## src/rtl/mem_arb_sched.sv

```systemverilog
// ---------------------------------------------------------------------------
// mem_arb_sched
//
// Purpose:
//   Arbitrates between the L1 instruction cache and the L1 data cache for the
//   single-ported main memory model. One block transaction is in flight at a
//   time. The winning request is captured, presented to memory unchanged until
//   memory accepts it, and the matching response is returned to the cache that
//   asked for it through a registered response stage. The instruction cache
//   has priority.
//
// Optional feature (compile-time macro):
//   MEM_ARB_STARVE_GUARD_EN - when defined, a 4-bit counter tracks how many
//   icache grants in a row were made while a dcache request was waiting. Once
//   it reaches STARVE_LIMIT, the dcache wins the next contested grant. When the
//   macro is not defined, icache priority is strict and STARVE_LIMIT is unused.
//
// Parameters:
//   ADDR_W        block address width
//   DATA_W        block data width
//   STARVE_LIMIT  contested icache grants allowed before dcache is forced (1..15)
//
// Ports:
//   clk, rst                         clock, synchronous active-high reset
//   icache_req_valid/_block_addr     icache block read request
//   icache_req_ready                 icache request accepted this cycle
//   dcache_req_valid/_type/_block_addr/_block_data
//                                    dcache read or write request
//   dcache_req_ready                 dcache request accepted this cycle
//   mem_req_valid/_ready             request handshake towards main memory
//   mem_req_cache_type/_type/_block_addr/_block_data
//                                    latched request fields (data 0 for reads)
//   mem_resp_valid/_cache_type/_block_data
//                                    response from main memory
//   icache_resp_valid/_block_data    one-cycle response pulse to icache
//   dcache_resp_valid/_block_data    one-cycle response/write-ack pulse to dcache
//   arb_busy                         a transaction is being issued or awaited
//   arb_err                          sticky protocol error (cleared by rst only)
//
// Encodings: req type READ=0 WRITE=1, cache type ICACHE=0 DCACHE=1.
// ---------------------------------------------------------------------------
module mem_arb_sched #(
    parameter int ADDR_W       = 32,
    parameter int DATA_W       = 64,
    parameter int STARVE_LIMIT = 4
) (
    input  logic              clk,
    input  logic              rst,
    input  logic              icache_req_valid,
    input  logic [ADDR_W-1:0] icache_req_block_addr,
    output logic              icache_req_ready,
    input  logic              dcache_req_valid,
    input  logic              dcache_req_type,
    input  logic [ADDR_W-1:0] dcache_req_block_addr,
    input  logic [DATA_W-1:0] dcache_req_block_data,
    output logic              dcache_req_ready,
    output logic              mem_req_valid,
    input  logic              mem_req_ready,
    output logic              mem_req_cache_type,
    output logic              mem_req_type,
    output logic [ADDR_W-1:0] mem_req_block_addr,
    output logic [DATA_W-1:0] mem_req_block_data,
    input  logic              mem_resp_valid,
    input  logic              mem_resp_cache_type,
    input  logic [DATA_W-1:0] mem_resp_block_data,
    output logic              icache_resp_valid,
    output logic [DATA_W-1:0] icache_resp_block_data,
    output logic              dcache_resp_valid,
    output logic [DATA_W-1:0] dcache_resp_block_data,
    output logic              arb_busy,
    output logic              arb_err
);

    localparam logic REQ_READ  = 1'b0;
    localparam logic REQ_WRITE = 1'b1;
    localparam logic CACHE_I   = 1'b0;
    localparam logic CACHE_D   = 1'b1;

    typedef enum logic [1:0] {
        IDLE  = 2'd0,
        ISSUE = 2'd1,
        WAIT  = 2'd2
    } state_t;

    state_t r_state;
    state_t w_nextState;

    // Latched transaction fields, held until the next grant overwrites them.
    logic              r_cacheType;
    logic              r_reqType;
    logic [ADDR_W-1:0] r_addr;
    logic [DATA_W-1:0] r_data;

    // Registered response stage.
    logic              r_iRespValid;
    logic [DATA_W-1:0] r_iRespData;
    logic              r_dRespValid;
    logic [DATA_W-1:0] r_dRespData;
    logic              r_err;

    logic w_grantI;
    logic w_grantD;
    logic w_starve;
    logic w_respMatch;
    logic w_respBad;

    // A response only counts when we are actually waiting and it belongs to
    // the cache that owns the outstanding transaction. Anything else is a
    // protocol violation by the memory side and only raises the error flag.
    assign w_respMatch = (r_state == WAIT) && mem_resp_valid &&
                         (mem_resp_cache_type == r_cacheType);
    assign w_respBad   = mem_resp_valid && !w_respMatch;

`ifdef MEM_ARB_STARVE_GUARD_EN
    localparam logic [3:0] LIMIT = 4'(STARVE_LIMIT);

    logic [3:0] r_starveCnt;

    // Forcing the dcache only matters when both caches are competing; a lone
    // icache request is always served.
    assign w_starve = (r_starveCnt == LIMIT) && icache_req_valid && dcache_req_valid;

    // The counter measures how long the dcache has been bypassed. Any dcache
    // grant, or an icache grant with no dcache waiting, ends the streak.
    always_ff @(posedge clk) begin
        if (rst) begin
            r_starveCnt <= 4'd0;
        end else if (w_grantD) begin
            r_starveCnt <= 4'd0;
        end else if (w_grantI) begin
            if (dcache_req_valid && (r_starveCnt != 4'hF)) begin
                r_starveCnt <= r_starveCnt + 4'd1;
            end else if (!dcache_req_valid) begin
                r_starveCnt <= 4'd0;
            end
        end
    end
`else
    logic [3:0] w_unusedLimit;

    assign w_starve      = 1'b0;
    assign w_unusedLimit = 4'(STARVE_LIMIT);
`endif

    // Grant decision, only meaningful in IDLE. Ready is raised for exactly one
    // requester, and only if that requester is valid, so grant == handshake.
    always_comb begin
        w_grantI = 1'b0;
        w_grantD = 1'b0;
        if (r_state == IDLE) begin
            if (icache_req_valid && !w_starve) begin
                w_grantI = 1'b1;
            end else if (dcache_req_valid) begin
                w_grantD = 1'b1;
            end
        end
    end

    // State register.
    always_ff @(posedge clk) begin
        if (rst) begin
            r_state <= IDLE;
        end else begin
            r_state <= w_nextState;
        end
    end

    // Next-state and state-derived outputs.
    always_comb begin
        w_nextState      = r_state;
        icache_req_ready = 1'b0;
        dcache_req_ready = 1'b0;
        mem_req_valid    = 1'b0;
        arb_busy         = (r_state != IDLE);
        case (r_state)
            IDLE: begin
                icache_req_ready = w_grantI;
                dcache_req_ready = w_grantD;
                if (w_grantI || w_grantD) begin
                    w_nextState = ISSUE;
                end
            end
            ISSUE: begin
                mem_req_valid = 1'b1;
                if (mem_req_ready) begin
                    w_nextState = WAIT;
                end
            end
            WAIT: begin
                if (w_respMatch) begin
                    w_nextState = IDLE;
                end
            end
            default: begin
                w_nextState = IDLE;
            end
        endcase
    end

    // Request capture, response registration and the sticky error flag.
    // Read requests never carry data towards memory, and write acks never
    // carry data back to the dcache, so both are forced to zero here.
    always_ff @(posedge clk) begin
        if (rst) begin
            r_cacheType  <= CACHE_I;
            r_reqType    <= REQ_READ;
            r_addr       <= '0;
            r_data       <= '0;
            r_iRespValid <= 1'b0;
            r_iRespData  <= '0;
            r_dRespValid <= 1'b0;
            r_dRespData  <= '0;
            r_err        <= 1'b0;
        end else begin
            r_iRespValid <= 1'b0;
            r_iRespData  <= '0;
            r_dRespValid <= 1'b0;
            r_dRespData  <= '0;

            if (w_grantI) begin
                r_cacheType <= CACHE_I;
                r_reqType   <= REQ_READ;
                r_addr      <= icache_req_block_addr;
                r_data      <= '0;
            end else if (w_grantD) begin
                r_cacheType <= CACHE_D;
                r_reqType   <= dcache_req_type;
                r_addr      <= dcache_req_block_addr;
                r_data      <= (dcache_req_type == REQ_WRITE) ? dcache_req_block_data : '0;
            end

            if (w_respMatch) begin
                if (r_cacheType == CACHE_I) begin
                    r_iRespValid <= 1'b1;
                    r_iRespData  <= mem_resp_block_data;
                end else begin
                    r_dRespValid <= 1'b1;
                    r_dRespData  <= (r_reqType == REQ_WRITE) ? '0 : mem_resp_block_data;
                end
            end

            if (w_respBad) begin
                r_err <= 1'b1;
            end
        end
    end

    assign mem_req_cache_type     = r_cacheType;
    assign mem_req_type           = r_reqType;
    assign mem_req_block_addr     = r_addr;
    assign mem_req_block_data     = r_data;
    assign icache_resp_valid      = r_iRespValid;
    assign icache_resp_block_data = r_iRespData;
    assign dcache_resp_valid      = r_dRespValid;
    assign dcache_resp_block_data = r_dRespData;
    assign arb_err                = r_err;

endmodule

```

## config.mk

```make
export PLATFORM = sky130hd
export DESIGN_NAME = mem_arb_sched
export DESIGN_NICKNAME = d
export VERILOG_FILES = /design/src/rtl/mem_arb_sched.sv
export SDC_FILE = /design/constraint.sdc
export NUM_CORES = 1
export LEC_CHECK = 0
export BUFFER_PORTS_ARGS = -buffer_cell sky130_fd_sc_hd__buf_2
export CAP_MARGIN = 20
export CELL_PAD_IN_SITES_DETAIL_PLACEMENT = 1
export CELL_PAD_IN_SITES_GLOBAL_PLACEMENT = 1
export CORE_AREA = 2 2 169 171
export CTS_CLUSTER_DIAMETER = 100
export DETAILED_ROUTE_END_ITERATION = 6
export DIE_AREA = 0 0 171 173
export PLACE_DENSITY = 0.67
export RECOVER_POWER = 25
export REMOVE_ABC_BUFFERS = 1
export SYNTH_ARGS = -nofsm -noshare
export SYNTH_HDL_FRONTEND = slang
export SYNTH_SLANG_ARGS = --single-unit
```

## constraint.sdc

```tcl
create_clock -name clk -period 2.41 [get_ports clk]
set_clock_uncertainty 0.15 [all_clocks]
set_input_delay 0.241 -clock clk [delete_from_list [all_inputs] [get_ports clk]]
set_output_delay 0.241 -clock clk [all_outputs]
set_load 0.01 [all_outputs]
```

==> impl_metrics.py, run 1 <==
metrics = {
    "outcome": {
        "outcome": "finished, final reports clean",
    },
    "cells_and_area": {
        "fillers": 3305,
        "nets": 1578,
        "syn2layout_area_growth_pct": 70.7,
        "drive_gt1_frac": 0.278,
        "stdcell_count": 1778,
    },
    "hold_path": {
        "hp-class": "input pin to flip-flop",
        "min_path_cells": 4,
        "min_to": "mem_req_block_addr[11]",
        "worstHoldStart": "dcache_req_block_addr[11]",
    },
    "logic_synthesis": {
        "synth-seq-cells": 231,
        "ys_warn_count": 0,
        "synth_area_per_cell_um2": 9.82,
        "ys_types": 29,
        "synthCells": 767,
        "seq_area_frac_synth": 0.614,
        "netlist_area_mm2": 0.00753,
    },
    "floorplanning": {
        "chipWidth_um": 171,
        "rows": 61,
        "initial_core_util": 0.273,
        "coreArea_mm2": 0.0276,
        "die_area_mm2": 0.0296,
        "ios": 433,
        "fp.dieH_um": 173,
    },
    "global_routing": {
        "grt_pass1_wl_mm": 49.1,
        "antenna_found_initial": 3,
        "met2_usage": 0.382,
        "top_usage_layer": "met2",
        "met3_usage": 0.0751,
        "overflow": 0,
        "grt_max_degree": 67,
        "use_met1": 0.205,
        "grt_use_total": 0.210,
        "grt_pass1_vias": 8972,
    },
    "cts": {
        "cts_buffers": 26,
        "clockBufferDepth": 3,
        "post_cts_resized": 0,
        "cts_tree": "built",
        "cts_sinks": 231,
        "h-tree-depth": 1,
        "cts-root-buf": "clkbuf_16",
        "clk-insertion-delay-late_ps": 540,
        "path_clk_slew_ps": 60,
        "post-cts-setup-buffers": 0,
    },
    "placed_design": {
        "place_congestion": 0.756,
        "port_buffers": 432,
        "place_hpwl_mm": 20.0,
        "dp.cells": 1532,
    },
    "timing": {
        "rsz0062_at_grt": "no",
        "max_freq_mhz": 432,
        "finalCriticalPeriod_ps": 2310,
        "slew_violations": 0,
        "finalHoldViolCount": 0,
        "setup_violations": 0,
        "relSlewSlack": 0.538,
        "timing.final.crit_share": 0.960,
        "tightest_slew_ps": 694,
    },
    "route": {
        "drt_iter0_markers": 401,
        "vias": 8077,
        "post_drt_wl_per_cell_um": 18.2,
        "wirelength_mm": 32.4,
        "route.detailed.drc": 0,
        "dr.pass1.iters": 4,
        "ant_nets": 0,
        "vias_per_cell": 4.54,
    },
    "power": {
        "swShare": 0.239,
        "powerDensity_mw_per_mm2": 716,
        "power.internal_mw": 7.01,
        "power_frac_clock": 0.454,
        "combPwrFrac": 0.115,
        "p_leak_nw": 5.67,
        "peakVddDrop_mv": 0.703,
        "p_total_mw": 9.21,
        "p_switching_mw": 2.20,
        "pwr-share-seq": 0.431,
    },
    "critical_path": {
        "reg2reg_depth": 5,
        "endpoint_kind": "output port",
        "worst_r2r_startpoint": "r_state[1]",
        "criticalPathCategory": "flip-flop to output port",
        "r2r_end": "mem_req_block_data[0]",
        "start_kind": "flip-flop",
        "path_max_fanout": 17,
        "crit_start": "r_state[1]",
        "required_ps": 2020,
        "worstPathArrival_ps": 1920,
        "rrSetupSlack_ps": 460,
    },
    "job": {
        "drv_cap": 0,
    },
}
-- stage by stage --
step	TNS, ps	worst slack (ps)	util	hold slack, ps	instance area [µm²]
4_1_cts	0	8.92	0.470	6.26	13000
3_5_place_dp	0	514	0.365	291	10100
6_report	0	96.1	0.465	28.5	12900
2_1_floorplan	-63440	-767	-	160	7260
5_1_grt	0	15.5	0.465	38.9	12900
3_3_place_gp	0	530	0.365	285	10100
-- final cells by class --
class / instances / area [µm²] / area share
Inverter: 37 / 139 / 0.0108
Multi-Input combinational cell: 438 / 2510 / 0.195
Clock buffer: 37 / 772 / 0.0600
Antenna cell: 2 / 5.00 / 0.000389
Clock inverter: 11 / 149 / 0.0116
Timing Repair Buffer: 644 / 4190 / 0.326
Sequential cell: 231 / 4620 / 0.360
Tap cell: 378 / 473 / 0.0368
-- sequential cells by signal, summed over array words and instances, names as in the netlist --
signal	flops
icache_resp_valid	1
icache_resp_block_data	64
dcache_resp_block_data	64
mem_req_type	1
arb_err	1
r_state	2
mem_req_block_addr	32
mem_req_cache_type	1
mem_req_block_data	64
dcache_resp_valid	1
-- power groups by stage --
stage          logic, mW  clock network (mW)  registers [mW]
2_1_floorplan      0.244                   0            4.09
3_3_place_gp       0.745                   0            4.05
3_5_place_dp       0.750                   0            4.05
4_1_cts             1.03                4.28            3.97
5_1_grt             1.14                4.46            3.98
6_report            1.06                4.19            3.97
-- worst max-delay path by stage --
stage / slack [ps] / end
floorplan: -770 / icache_resp_block_data[0]
global placement: 530 / dcache_req_ready
detailed placement: 510 / dcache_req_ready
CTS: 9 / dcache_req_ready
global route: 20 / dcache_req_ready
finish: 100 / dcache_req_ready
-- Yosys cell counts --
cell | instances | area, µm²
nor2b_1 | 1 | 6.26
nor2_2 | 1 | 6.26
clkbuf_2 | 1 | 5.00
nand4bb_1 | 1 | 11.3
or4b_4 | 1 | 13.8
o21ai_1 | 1 | 5.00
o21ai_0 | 1 | 5.00
a21oi_1 | 66 | 330
buf_2 | 15 | 75.1
buf_1 | 4 | 15.0
nor2_1 | 33 | 124
nand2_1 | 68 | 255
inv_1 | 36 | 135
buf_6 | 4 | 45.0
dfxtp_1 | 231 | 4620
nand2b_1 | 2 | 12.5
a21o_1 | 1 | 7.51
and2_1 | 128 | 801
o22ai_1 | 5 | 31.3
inv_2 | 1 | 3.75
o31ai_1 | 1 | 7.51
o311a_1 | 1 | 10.0
nand3_1 | 65 | 325
o2bb2ai_1 | 27 | 236
xor2_1 | 1 | 8.76
nor3_1 | 1 | 5.00
clkbuf_1 | 37 | 139
a221oi_1 | 32 | 280
nor3_2 | 1 | 10.0
-- repair_timing --
item	CTS	global route
hold endpoints to repair	228	0
gates cloned	1	1
hold buffers	194	0
endpoints found under the setup margin	1	1
-- layout by cell type, fill, tap and decap left out, types with 2 or more instances in the layout --
master | Yosys | layout
a221oi_1 | 32 | 32
clkinv_2 | 0 | 4
buf_2 | 15 | 319
nand2_1 | 68 | 68
clkbuf_16 | 0 | 27
dlygate4sd3_1 | 0 | 194
and2_1 | 128 | 128
clkinvlp_4 | 0 | 3
clkbuf_8 | 0 | 8
o22ai_1 | 5 | 5
o2bb2ai_1 | 27 | 27
buf_4 | 0 | 12
inv_1 | 36 | 36
nor2_1 | 33 | 33
nand2b_1 | 2 | 2
diode_2 | 0 | 2
buf_12 | 0 | 4
nand3_1 | 65 | 65
bufinv_16 | 0 | 3
dfxtp_1 | 231 | 231
a21oi_1 | 66 | 66
clkbuf_1 | 37 | 116
-- worst max-delay path, cell delays in order, from the launching register on --
cell and delay, ps:
dfxtp_1 360, or4b_4 570, inv_2 140, buf_12 170, buf_2 150
-- routing by layer --
metal  vias up  part of all wire
li1       3766                 -
met1      3813              0.35
met2       384              0.51
met3       112             0.097
met4         2             0.050
met5         -           0.00034
-- cell families (layout without fill, tap and decap cells) --
family,Yosys count,count (layout),synth area share
AOI/OAI and AO/OA,135,135,0.121
xor gates and xnor gates,1,1,0.00116
buffers and inverters,98,729,0.0555
DFF,231,231,0.614
other,0,2,0
and+or+nand+nor,302,302,0.208
(Power assumes the default switching activity.)
==> run 2, diff against run 1 <==
==> constraint.sdc (replaced) <==
create_clock -name clk -period 2.41 [get_ports clk]
set_clock_uncertainty 0.15 [all_clocks]
set_input_delay 0 -clock clk [delete_from_list [all_inputs] [get_ports clk]]
set_output_delay 0 -clock clk [all_outputs]
set_load 0.01 [all_outputs]
==> run 2 against run 1 <==
Via count fell by 0.84%; cell area is 0.44% lower; sequential power hardly changed; first-iteration DRC count down 19%; die area stayed put; final cell count grew 0.11%; largest cell class unchanged.
==> impl_metrics.py, run 2 (synthesized netlist as in run 1, its figures left out) <==
metrics = {
    "timing": {
        "finalHoldViolCount": 0,
        "fin_ws_ps": 134,
        "relSlewSlack": 0.520,
        "setup_violations": 0,
        "max_freq_mhz": 439,
        "rsz0062_at_grt": "no",
        "tightest_slew_ps": 720,
        "timing.final.crit_share": 0.945,
        "tns_ps": 0,
        "slew_violations": 0,
        "finalCriticalPeriod_ps": 2280,
    },
    "floorplanning": {
        "ios": 433,
        "coreArea_mm2": 0.0276,
        "die_area_mm2": 0.0296,
        "initial_core_util": 0.273,
        "fp.dieH_um": 173,
        "rows": 61,
        "chipWidth_um": 171,
    },
    "cts": {
        "clockBufferDepth": 3,
        "path_clk_slew_ps": 60,
        "clk-insertion-delay-late_ps": 530,
        "cts_sinks": 231,
        "h-tree-depth": 1,
        "cts_tree": "built",
        "cts-root-buf": "clkbuf_16",
        "cts_buffers": 25,
    },
    "critical_path": {
        "cp_common_cell": "dlygate4sd3_1",
        "endpoint_kind": "flip-flop",
        "slowest_stage": "dlygate4sd3_1",
        "path_delay_family": "buffers and inverters",
        "slowest_delay_ps": 600,
        "worstPathArrival_ps": 2600,
        "required_ps": 2730,
        "critPathBufInv": 5,
        "crit_chain": "dlygate4sd3_1 > buf_2 > buf_4 > o2bb2ai_1 > dlygate4sd3_1 > a221oi_1 > dlygate4sd3_1",
        "criticalPathCategory": "input pin to flip-flop",
        "path_max_fanout": 30,
        "start_kind": "input pin",
        "rrSetupSlack_ps": 170,
    },
    "route": {
        "vias": 8009,
        "dr.pass1.iters": 4,
        "wirelength_mm": 32.3,
        "route.detailed.drc": 0,
        "vias_per_cell": 4.50,
        "drt_iter0_markers": 325,
        "post_drt_wl_per_cell_um": 18.2,
        "ant_nets": 0,
    },
    "power": {
        "peakVddDrop_mv": 0.530,
        "pwr-share-seq": 0.451,
        "combPwrFrac": 0.121,
        "power_frac_clock": 0.428,
        "p_total_mw": 8.80,
        "p_leak_nw": 5.65,
        "p_switching_mw": 2.17,
        "powerDensity_mw_per_mm2": 687,
        "swShare": 0.246,
        "power.internal_mw": 6.63,
    },
    "placed_design": {
        "place_congestion": 0.760,
        "dp_slack_ps": 441,
        "dp.cells": 1529,
        "port_buffers": 432,
        "place_hpwl_mm": 19.8,
    },
    "global_routing": {
        "overflow": 0,
        "antenna_found_initial": 1,
        "grt_use_total": 0.208,
        "grt_pass1_vias": 8742,
        "grt_pass1_wl_mm": 48.8,
        "grt_max_degree": 67,
    },
    "cells_and_area": {
        "final_util": 0.463,
        "layout_common_cells": "buf_2, dfxtp_1, dlygate4sd3_1",
        "mostFrequentLayoutCell": "buf_2",
        "stdcell_count": 1780,
        "nets": 1584,
        "syn2layout_area_growth_pct": 69.9,
        "drive_gt1_frac": 0.271,
    },
    "outcome": {
        "outcome": "finished, final reports clean",
    },
    "job": {
        "drv_cap": 0,
    },
    "hold_path": {
        "hp-class": "input pin to flip-flop",
    },
}
-- run 2: changes by cell type in the layout (fill, tap and decap cells not counted), sizes merged --
cell,before,now
dlygate4sd3,194,206
buf,335,331
clkbuf,151,148
clkinv,5,8
bufinv,3,1
clkinvlp,3,1
bufbuf,1,0
diode,2,1
-- run 2: path summary, 6_finish.rpt --
kind                                             start                         end  cells after the start
worst min register to register  mem_req_block_data[31]      mem_req_block_data[31]                      2
worst min-delay path            mem_resp_block_data[4]   dcache_resp_block_data[4]                      3
worst max register to register              r_state[0]  icache_resp_block_data[22]                      5
worst max-delay path                  dcache_req_valid      mem_req_block_addr[16]                      7
-- run 2: power by group through the flow --
stage / clock network [mW] / logic (mW) / registers, mW
finish: 3.77 / 1.06 / 3.97
CTS: 3.85 / 1.04 / 3.97
floorplan: 0 / 0.244 / 4.09
detailed placement: 0 / 0.749 / 4.05
global placement: 0 / 0.741 / 4.05
global route: 4.04 / 1.15 / 3.98
-- run 2: per-stage QoR --
| stage | hold slack [ps] | cell area (µm²) |
|---|---|---|
| floorplan | -80.9 | 7260 |
| global placement | 59.5 | 10100 |
| detailed placement | 66.0 | 10100 |
| CTS | 29.7 | 12900 |
| global route | 60.4 | 12800 |
| finish | 60.9 | 12800 |
-- run 2: what timing repair did --
action	4_1_cts	5_1_grt
hold buffers	206	0
setup endpoints to repair	0	2
resized for setup	0	1
buffers inserted	0	0
hold endpoints to repair	229	0
-- run 2: final cells by class --
cell class,instances,area (µm²)
Fill cell,3268,14800
Clock buffer,34,709
Multi-Input combinational cell,438,2510
Antenna cell,1,2.50
Sequential cell,231,4620
Inverter,37,143
Timing Repair Buffer,651,4250
Tap cell,378,473
Clock inverter,10,90.1
-- run 2: worst reg2reg max path: cells and delay by family, from the launching register on --
family,cells,cell delay (ps)
and+or+nand+nor,3,840
buffers and inverters,2,820
DFF,1,380
-- run 2: routing by layer --
| layer | track usage | wire (µm) | part of all wire | vias up |
|---|---|---|---|---|
| met5 | 0 | 0 | 0 | - |
| met4 | 0.0978 | 1450 | 0.045 | 0 |
| met3 | 0.0739 | 3080 | 0.095 | 97 |
| met2 | 0.372 | 16100 | 0.50 | 370 |
| met1 | 0.214 | 11700 | 0.36 | 3762 |
| li1 | - | - | - | 3780 |
==> run 3, diff against run 2 <==
--- a/config.mk
+++ b/config.mk
@@ -9,11 +9,12 @@
 export CAP_MARGIN = 20
 export CELL_PAD_IN_SITES_DETAIL_PLACEMENT = 1
 export CELL_PAD_IN_SITES_GLOBAL_PLACEMENT = 1
-export CORE_AREA = 2 2 169 171
+export CORE_AREA = 4 4 168 170
+export CTS_BUF_LIST = sky130_fd_sc_hd__clkbuf_4
 export CTS_CLUSTER_DIAMETER = 100
 export DETAILED_ROUTE_END_ITERATION = 6
-export DIE_AREA = 0 0 171 173
-export PLACE_DENSITY = 0.67
+export DIE_AREA = 0 0 172 174
+export PLACE_DENSITY = 0.69
 export RECOVER_POWER = 25
 export REMOVE_ABC_BUFFERS = 1
 export SYNTH_ARGS = -nofsm -noshare
==> run 3 against run 2 <==
The run now fails in clock tree synthesis (4_1_cts); area after synthesis unchanged; synthesized cell count is the same.
==> impl_metrics.py, run 3 <==
metrics = {
    "logic_synthesis": {
        "seq_area_frac_synth": 0.614,
        "ys_warn_count": 0,
        "async_flop_share": 0,
        "ys_types": 29,
        "synth-seq-cells": 231,
        "netlist_area_mm2": 0.00753,
        "synth_area_per_cell_um2": 9.82,
        "synth_area_leader_cell": "dfxtp_1",
        "synth-edff-count": 0,
        "synth.area.top_cells": "dfxtp_1, and2_1, a21oi_1",
        "synth_most_common_cell": "dfxtp_1",
        "synth_top_area_frac": 0.614,
        "synth_common_cells": "dfxtp_1, and2_1, nand2_1",
        "synthCells": 767,
        "synthFlopType": "dfxtp_1",
    },
    "outcome": {
        "error": "[ERROR RSZ-0060] Max buffer count reached.",
        "outcome": "aborted with a tool error",
        "lastStage": "clock tree synthesis (4_1_cts)",
    },
    "cts": {
        "clockBufferDepth": 3,
        "h-tree-depth": 3,
        "post-cts-setup-buffers": 0,
        "cts_buffers": 68,
        "hold_buffers": 322,
        "cts-root-buf": "clkbuf_4",
        "cts_sinks": 231,
        "post_cts_resized": 0,
    },
    "floorplanning": {
        "fp.dieH_um": 174,
        "chipWidth_um": 172,
        "initial_core_util": 0.282,
        "ios": 433,
        "rows": 60,
    },
    "placed_design": {
        "place_congestion": 0.754,
        "place_hpwl_mm": 20.4,
        "port_buffers": 432,
    },
}
-- run 3: cell counts after synthesis --
Identical to the previous run, type by type.
-- run 3: cells by family after synthesis --
logic type	after synthesis	synth area share
flip-flops	231	0.614
AO/OA/AOI/OAI	135	0.121
buffers and inverters	98	0.0555
AND/OR/NAND/NOR	302	0.208
XOR/XNOR	1	0.00116
-- run 3: metrics by stage --
stage | instances | setup WS, ps | instance area, µm²
2_1_floorplan | 706 | -767 | 7260
3_3_place_gp | 1492 | 605 | 10000
3_5_place_dp | 1492 | 572 | 10000
==> run 4, diff against run 3 <==
==> config.mk (replaced) <==
export PLATFORM = sky130hd
export DESIGN_NAME = mem_arb_sched
export DESIGN_NICKNAME = d
export VERILOG_FILES = /design/src/rtl/mem_arb_sched.sv
export SDC_FILE = /design/constraint.sdc
export NUM_CORES = 1
export LEC_CHECK = 0
export BUFFER_PORTS_ARGS = -buffer_cell sky130_fd_sc_hd__buf_2
export CAP_MARGIN = 20
export CORE_AREA = 4 4 165 167
export DETAILED_ROUTE_END_ITERATION = 6
export DIE_AREA = 0 0 169 171
export PLACE_DENSITY_LB_ADDON = 0.15
export RECOVER_POWER = 25
export REMOVE_ABC_BUFFERS = 1
export SYNTH_ARGS = -nofsm -noshare
export SYNTH_HDL_FRONTEND = slang
export SYNTH_SLANG_ARGS = --single-unit
==> run 4 against run 3 <==
The flow now finishes without violations.
==> impl_metrics.py, run 4 (synthesized netlist as in run 1, its figures left out) <==
metrics = {
    "critical_path": {
        "worstPathArrival_ps": 2590,
        "reg2reg_depth": 6,
        "path_max_fanout": 29,
        "endpoint_kind": "flip-flop",
        "worst_r2r_startpoint": "r_state[1]",
        "rrSetupSlack_ps": 120,
        "criticalPathCategory": "flip-flop to flip-flop",
        "start_kind": "flip-flop",
        "required_ps": 2710,
        "r2r_end": "mem_req_block_data[43]",
    },
    "global_routing": {
        "grt_pass1_vias": 7943,
        "antenna_found_initial": 0,
        "grt_use_total": 0.177,
        "overflow": 0,
        "grt_pass1_wl_mm": 41.9,
        "grt_max_degree": 67,
    },
    "route": {
        "route.detailed.drc": 0,
        "vias": 7724,
        "vias_per_cell": 4.44,
        "drt_iter0_markers": 518,
        "wirelength_mm": 27.4,
        "ant_nets": 0,
        "post_drt_wl_per_cell_um": 15.8,
        "dr.pass1.iters": 4,
    },
    "hold_path": {
        "min_path_cells": 3,
        "min_to": "icache_resp_block_data[44]",
        "worstHoldStart": "mem_resp_block_data[44]",
        "hp-class": "input pin to flip-flop",
    },
    "power": {
        "powerDensity_mw_per_mm2": 694,
        "p_leak_nw": 5.96,
        "peakVddDrop_mv": 0.591,
    },
    "placed_design": {
        "dp.cells": 1487,
        "port_buffers": 432,
        "place_hpwl_mm": 18.2,
        "dp_slack_ps": 348,
        "place_congestion": 0.791,
    },
    "floorplanning": {
        "chipWidth_um": 169,
        "ios": 433,
        "rows": 59,
        "initial_core_util": 0.292,
        "die_area_mm2": 0.0289,
        "coreArea_mm2": 0.0258,
        "fp.dieH_um": 171,
    },
    "timing": {
        "tightest_slew_ps": 1060,
        "finalCriticalPeriod_ps": 2290,
        "setup_violations": 0,
        "fin_ws_ps": 118,
        "finalHoldViolCount": 0,
        "slew_violations": 0,
        "max_freq_mhz": 436,
        "relSlewSlack": 0.291,
        "timing.final.crit_share": 0.951,
        "tns_ps": 0,
        "rsz0062_at_grt": "yes",
    },
    "cells_and_area": {
        "nets": 1586,
        "layout_common_cells": "buf_2, dfxtp_1, dlygate4sd3_1",
        "n_antenna_cell": 0,
        "mostFrequentLayoutCell": "buf_2",
        "drive_gt1_frac": 0.319,
        "final_util": 0.500,
        "syn2layout_area_growth_pct": 71.0,
        "stdcell_count": 1740,
    },
    "cts": {
        "clk-insertion-delay-late_ps": 510,
        "cts-root-buf": "clkbuf_16",
        "post-cts-setup-buffers": 0,
        "cts_sinks": 231,
        "clockBufferDepth": 3,
        "h-tree-depth": 1,
        "path_clk_slew_ps": 60,
        "cts_tree": "built",
        "cts_buffers": 26,
    },
    "outcome": {
        "outcome": "finished, final reports clean",
    },
    "job": {
        "drv_cap": 0,
    },
}
==> run 4: per-stage QoR <==
step	area, µm²	total power, mW	hold WS, ps
2_1_floorplan	7260	4.34	-80.9
3_3_place_gp	10000	4.78	61.2
3_5_place_dp	10000	4.78	62.3
4_1_cts	12900	9.08	29.9
5_1_grt	12900	9.37	56.6
6_report	12900	8.95	70.5
==> run 4: what timing repair did <==
item                                   4_1_cts  5_1_grt
setup endpoints to repair                    0        4
gates resized for setup                      0        2
endpoints found under the hold margin      230        0
hold buffers                               206        0
==> run 4: report_power, final <==
part           switching [mW]  total, mW  internal, mW
clock                    1.55       3.96          2.42
sequential             0.0500       3.97          3.92
combinational           0.479       1.01         0.535
total                    2.08       8.95          6.87
==> run 4: area by class of cell <==
class / instances / area, µm²
repair buffers: 652 / 4310
multi-input cells: 438 / 2510
fillers: 2395 / 12900
inverters: 37 / 139
flip-flops and latches: 231 / 4620
clock buffers: 40 / 773
clock inverters: 7 / 101
well taps: 335 / 419
==> run 4: critical path, cell delays in order, from the launching register on <==
cell	delay, ps
dfxtp_1	360
or4b_4	580
inv_2	80
buf_6	220
nand3_1	100
dlygate4sd3_1	600
a21oi_1	130
==> run 4: worst max-delay path by stage <==
stage	from	endpoint	slack [ps]	cells after the start
after floorplan	r_state[0]	icache_resp_block_data[0]	-770	3
final	r_state[1]	mem_req_block_data[43]	120	6
after global placement	icache_req_valid	mem_req_block_addr[30]	410	5
after CTS	r_state[1]	mem_req_block_data[43]	40	6
after detailed placement	icache_req_valid	mem_req_block_addr[30]	350	5
after global routing	r_state[0]	mem_req_block_data[43]	-6	6
==> run 4: metal layers <==
layer | wire [µm] | share of wire | vias to the layer above | global-route usage
li1 | - | - | 3785 | -
met5 | 0 | 0 | - | 0
met2 | 13300 | 0.49 | 328 | 0.308
met4 | 840 | 0.031 | 0 | 0.0574
met3 | 2790 | 0.10 | 65 | 0.0665
met1 | 10500 | 0.38 | 3546 | 0.201
